$ cat src/rtl/alu_bank_arbiter.sv
// Round-robin arbiter sharing one single-issue ALU core among NUM_BANKS request banks.
// Optional WAIT-state timeout is enabled by defining ALU_ARB_TIMEOUT_EN.
package alu_arb_pkg;
  typedef enum logic [1:0] {
    CMD_NOP      = 2'd0,
    CMD_ADD      = 2'd1,
    CMD_MULTIPLY = 2'd2,
    CMD_AND      = 2'd3
  } command_t;

  typedef enum logic [1:0] {
    RSP_NO_RESPONSE = 2'd0,
    RSP_SUCCESS     = 2'd1,
    RSP_OVERFLOW    = 2'd2
  } response_t;

  typedef struct packed {
    logic [31:0] data1;
    logic [31:0] data2;
    command_t    command;
  } input_packet_t;

  typedef struct packed {
    response_t   response;
    logic [31:0] data;
  } output_packet_t;
endpackage

// Handshake: a bank request is any cycle with command!=NOP; a core op is the single
// cycle core_in.command!=NOP; the first core_out.response!=NO_RESPONSE seen in WAIT
// completes it; the result shows on bank_out[g] for exactly one cycle.
module alu_bank_arbiter
  import alu_arb_pkg::*;
#(
  parameter int NUM_BANKS      = 4,
  parameter int TIMEOUT_CYCLES = 16,
  localparam int GW            = $clog2(NUM_BANKS)
) (
  input  logic                 clock,
  input  logic                 reset,
  input  input_packet_t        bank_in [NUM_BANKS],
  output output_packet_t       bank_out [NUM_BANKS],
  output logic [NUM_BANKS-1:0] bank_busy,
  output logic [NUM_BANKS-1:0] bank_drop,
  output input_packet_t        core_in,
  input  output_packet_t       core_out,
  output logic [GW-1:0]        grant_id,
  output logic                 timeout_err
);
  localparam int SW = GW + 1;

  typedef enum logic [1:0] {
    S_IDLE    = 2'd0,
    S_ISSUE   = 2'd1,
    S_WAIT    = 2'd2,
    S_DELIVER = 2'd3
  } state_t;

  state_t               state, state_d;
  input_packet_t        slot [NUM_BANKS];
  logic [GW-1:0]        rr_ptr;
  logic [NUM_BANKS-1:0] in_flight, eligible;
  logic [SW-1:0]        scan_idx;
  logic                 pick_valid;
  logic [GW-1:0]        pick;
  logic                 do_issue, do_deliver, timed_out;

`ifdef ALU_ARB_TIMEOUT_EN
  localparam int CW = $clog2(TIMEOUT_CYCLES + 1);
  logic [CW-1:0] wait_cnt;
`endif

  always_comb begin
    in_flight = '0;
    if (state == S_ISSUE || state == S_WAIT) in_flight[grant_id] = 1'b1;
    eligible = bank_busy & ~in_flight;
  end

  // Scan rr_ptr, rr_ptr+1, ... with explicit wrap so non-power-of-two counts work.
  always_comb begin
    pick_valid = 1'b0;
    pick       = '0;
    scan_idx   = '0;
    for (int k = 0; k < NUM_BANKS; k++) begin
      scan_idx = {1'b0, rr_ptr} + SW'(k);
      if (scan_idx >= SW'(NUM_BANKS)) scan_idx = scan_idx - SW'(NUM_BANKS);
      if (!pick_valid && eligible[scan_idx[GW-1:0]]) begin
        pick_valid = 1'b1;
        pick       = scan_idx[GW-1:0];
      end
    end
  end

  always_comb begin
    state_d    = state;
    do_issue   = 1'b0;
    do_deliver = 1'b0;
    timed_out  = 1'b0;
    case (state)
      S_IDLE: begin
        if (pick_valid) begin
          do_issue = 1'b1;
          state_d  = S_ISSUE;
        end
      end
      S_ISSUE: state_d = S_WAIT;
      S_WAIT: begin
        if (core_out.response != RSP_NO_RESPONSE) begin
          do_deliver = 1'b1;
          state_d    = S_DELIVER;
        end
`ifdef ALU_ARB_TIMEOUT_EN
        else if (wait_cnt == CW'(TIMEOUT_CYCLES - 1)) begin
          do_deliver = 1'b1;
          timed_out  = 1'b1;
          state_d    = S_DELIVER;
        end
`endif
      end
      S_DELIVER: begin
        if (pick_valid) begin
          do_issue = 1'b1;
          state_d  = S_ISSUE;
        end else begin
          state_d = S_IDLE;
        end
      end
      default: state_d = S_IDLE;
    endcase
  end

  always_ff @(posedge clock) begin
    if (reset) begin
      state     <= S_IDLE;
      rr_ptr    <= '0;
      core_in   <= '0;
      grant_id  <= '0;
      bank_busy <= '0;
      bank_drop <= '0;
      for (int i = 0; i < NUM_BANKS; i++) begin
        bank_out[i] <= '0;
        slot[i]     <= '0;
      end
    end else begin
      state <= state_d;
      // A request on the freeing edge still sees the slot busy and is dropped.
      for (int i = 0; i < NUM_BANKS; i++) begin
        bank_drop[i] <= (bank_in[i].command != CMD_NOP) && bank_busy[i];
        if (bank_in[i].command != CMD_NOP && !bank_busy[i]) begin
          slot[i]      <= bank_in[i];
          bank_busy[i] <= 1'b1;
        end
      end
      if (do_issue) begin
        core_in  <= slot[pick];
        grant_id <= pick;
        rr_ptr   <= (pick == GW'(NUM_BANKS - 1)) ? '0 : pick + 1'b1;
      end else begin
        core_in <= '0;
      end
      if (do_deliver) begin
        bank_out[grant_id]  <= timed_out ? '{response: RSP_OVERFLOW, data: 32'h0} : core_out;
        bank_busy[grant_id] <= 1'b0;
      end
      if (state == S_DELIVER) bank_out[grant_id] <= '0;
    end
  end

`ifdef ALU_ARB_TIMEOUT_EN
  always_ff @(posedge clock) begin
    if (reset || state != S_WAIT) wait_cnt <= '0;
    else wait_cnt <= wait_cnt + 1'b1;
  end

  always_ff @(posedge clock) begin
    if (reset) timeout_err <= 1'b0;
    else if (timed_out) timeout_err <= 1'b1;
  end
`else
  assign timeout_err = 1'b0;
`endif
endmodule

$ cat config.mk
export PLATFORM = sky130hd
export DESIGN_NAME = alu_bank_arbiter
export DESIGN_NICKNAME = d
export VERILOG_FILES = /design/src/rtl/alu_bank_arbiter.sv
export SDC_FILE = /design/constraint.sdc
export NUM_CORES = 1
export LEC_CHECK = 0
export CORE_MARGIN = 5
export CORE_UTILIZATION = 48
export DETAILED_ROUTE_END_ITERATION = 10
export MAX_ROUTING_LAYER = met4
export PLACE_DENSITY = 0.78
export SETUP_SLACK_MARGIN = 0.3
export SYNTH_ARGS = -nofsm -noshare
export SYNTH_HDL_FRONTEND = slang
export SYNTH_SLANG_ARGS = --single-unit
$ cat constraint.sdc
create_clock -name clock -period 6.8 [get_ports clock]
set_clock_uncertainty 0.1 [all_clocks]
set_input_delay 1.7 -clock clock [delete_from_list [all_inputs] [get_ports clock]]
set_output_delay 1.7 -clock clock [all_outputs]
set_load 0.05 [all_outputs]
==> impl_results.md <==
- DRT iter0 DRCs: roughly 1100
- Die Wd: between 200 and 250 microns
- Initial Util: 0.4841
- Post-synthesis sequential area ratio: 0.6548
- Chip height: roughly 210 microns
- PostCTS Resize Cnt: 0
- Post-Syn Area: approximately 19000 sq um
- CTS tree: built
- Slew headroom: 0.1470
- Cell Pwr Density: around 360 nW/um^2
- CTS Buf Count: 50
- GRT Util Overall: 0.2696
- Number of synthesized flops with an enable pin: 264
- Avg Inst Size Synth: 11.96 sq um
- Worst EP required: 5.00 ns
- Warnings from Yosys: 0
- Buffers on Ports: 511
- Logic gate share of total power: 0.325
- Routed wire per std cell: around 22 microns
- Post-synth top area cell: edfxtp_1
- Vias in the first global route: roughly 14000
- Layout cells sized above 1: 0.06676
- Layout net count: ~2300
- Post-Syn Nets: about 1900
- Io pins: about 510
- Distinct cells, synth: between 40 and 50
- Type of the worst min-delay path: reg2reg
- Crit end category: output port
- Fillers: around 2800
- Final wirelength: 58660 microns
- Slowest cell delay on critical path: ~0.95 ns
- First-pass GRT wire length: 87120 microns
- Gate Count Post-Synth: between 1500 and 2000
- Num Clock Sinks: 480
- Area Growth Syn to Fin: 38.46%
- CP max-delay cell: clkdlybuf4s50_1
- Routed Antenna Nets: 0
- Period minus WS final: approximately 4.0 ns
- Count of pins over their slew limit: 0
- Hold-fix buffers at CTS: 0
- Peak supply drop: between 0.3 and 0.4 mV
- Share of the synthesized area in the top cell type: 0.4237
- Outcome: finished clean
- Core ar.: between 30000 and 40000 sq um
- Row count: roughly 70
- Part of the power in registers: 0.383
- DP Wirelength: roughly 40000 microns
- Clock power frac: 0.292
- CTS root buf: clkbuf_16
- Part of the cycle the worst path needs: 0.5894
- Clock latency on the worst-skew pair: slightly below 0.6 ns
- Int Pwr: a little over 6000 uW
- Psw: roughly 3200 uW
- Setup violators final: 0
- Crit path max fanout: 10
- Max_cap viols: 0
- DRC: 0
- Final Hold Violating Endpoints: 0
- Cell Chain, Critical Path: clkdlybuf4s50_1
- Async SR Flop Fraction: 0
- Vias/cell: about 5.4
- Final worst setup slack: about 2.8 ns
- Die area: roughly 43000 sq um
- Lkg Pwr: ~0.0094 uW
- Setup TNS: 0 ns
- Top_reg_cell synth: edfxtp_1
- Buf/Inv on CP: 1
- Arrival @ worst endpoint: about 2.2 ns
- Delay-heaviest family, CP: buffers and inverters
- Most frequent cell after synthesis: nand2_1
- RSZ-0062 raised after global routing: no
- Max Fclk: around 0.25 GHz
- Setup Crit Path Kind: reg2out
- Dpl ws: between 2 and 2.5 ns
- Postcts setup bufs: 0
- Seq cells post-synth: 480
- Clock-pin slew on the worst setup and hold paths: ~0.060 ns
- RD Place Congestion: approximately 0.89
- Setup crit start kind: flip-flop
- Dominant cells by area after synthesis: edfxtp_1, dfxtp_1, and2_1, mux2i_1, nand2_1
- Slew @ Worst Pin: between 1 and 1.5 ns
- Clk buf depth: 3
- DR pass1 iterations: 5
- Commonest cells post-synth: nand2_1, and2_1, edfxtp_1, dfxtp_1, a21oi_1
- GRT overflow: 0
- Switching share of power: 0.3381
- Vias: roughly 14000
- Initial antenna violation count: 21
- H-tree depth: 2
- Final core occ: 0.6704
- Largest net degree at the start of global routing: 77
path summary, 6_finish.rpt:
check	start	slack (ns)	depth (start not counted)	to
worst max register to register	state[1]	2.87	9	core_in[50]
worst min-delay path	bank_out[8]	0.35	2	bank_out[8]
worst min register to register	bank_out[8]	0.35	2	bank_out[8]
worst max-delay path	grant_id[0]	2.79	1	grant_id[0]
registers in the layout (all words and copies together) (netlist names):
| signal | cells |
|---|---|
| rr_ptr | 2 |
| bank_out | 136 |
| slot | 264 |
| bank_busy | 4 |
| core_in | 66 |
| state | 2 |
| grant_id | 2 |
| bank_drop | 4 |
power groups by stage:
stage | Sequential [uW] | Clock (uW) | Combinational [uW]
after CTS | 3610 | 2790 | 3060
after global routing | 3640 | 2910 | 3200
final | 3610 | 2740 | 3050
after global placement | 3650 | 0 | 3000
after detailed placement | 3670 | 0 | 3050
after floorplan | 4270 | 0 | 1630
routing by layer:
metal | vias to the layer above | GRT usage | share of wire
li1 | 6408 | - | -
met1 | 6806 | 0.3236 | 0.38
met2 | 716 | 0.4268 | 0.48
met3 | 110 | 0.08705 | 0.10
met4 | 0 | 0.1040 | 0.031
met5 | - | - | 0
layout by cell type (no fill, tap or decap), types with 4 or more instances in the layout:
cell type,count
buf_4,22
o22ai_2,10
clkbuf_8,12
clkinv_2,7
ha_1,4
nor3_2,8
and2_1,264
diode_2,22
dfxtp_1,216
inv_1,5
nor2_1,16
a21oi_1,141
edfxtp_1,264
o21bai_4,4
nor3b_1,4
clkdlybuf4s50_1,511
mux2i_1,134
clkbuf_1,11
clkbuf_16,52
nor3_1,10
o22ai_1,56
nand2_1,279
cell type report:
cell class | count | area, sq um | share of cell area
Antenna cell | 22 | 55.05 | 0.002125
Clock buffer | 76 | 1513 | 0.05839
Clock inverter | 14 | 157.7 | 0.006085
Inverter | 6 | 22.52 | 0.0008693
Multi-Input combinational cell | 972 | 5959 | 0.2300
Sequential cell | 480 | 12250 | 0.4729
Tap cell | 518 | 648.1 | 0.02502
Timing Repair Buffer | 534 | 5300 | 0.2046
cell families (layout without fill, tap and decap cells):
family	Yosys count	count (layout)	share of synthesized area
XOR/XNOR	4	4	0.002876
adder cells (fa/ha/maj)	4	4	0.002675
AND/OR/NAND/NOR	590	590	0.1571
buffers and inverters	112	630	0.03283
flip-flops	480	480	0.6548
multiplexers	136	136	0.07302
AO/OA/AOI/OAI	237	237	0.07650
other	1	23	0.0002004
metrics by stage:
stage               cell area [sq um]  hold WS [ns]  total power [uW]  instances
floorplan                       18710        0.3788              5895       1564
detailed placement              24180        0.3453              6711       2510
global route                    25900        0.3667              9757       2621
global placement                24180        0.3402              6652       2510
CTS                             25850        0.3535              9453       2600
finish                          25910        0.3522              9401       2622
(Power assumes the default switching activity.)
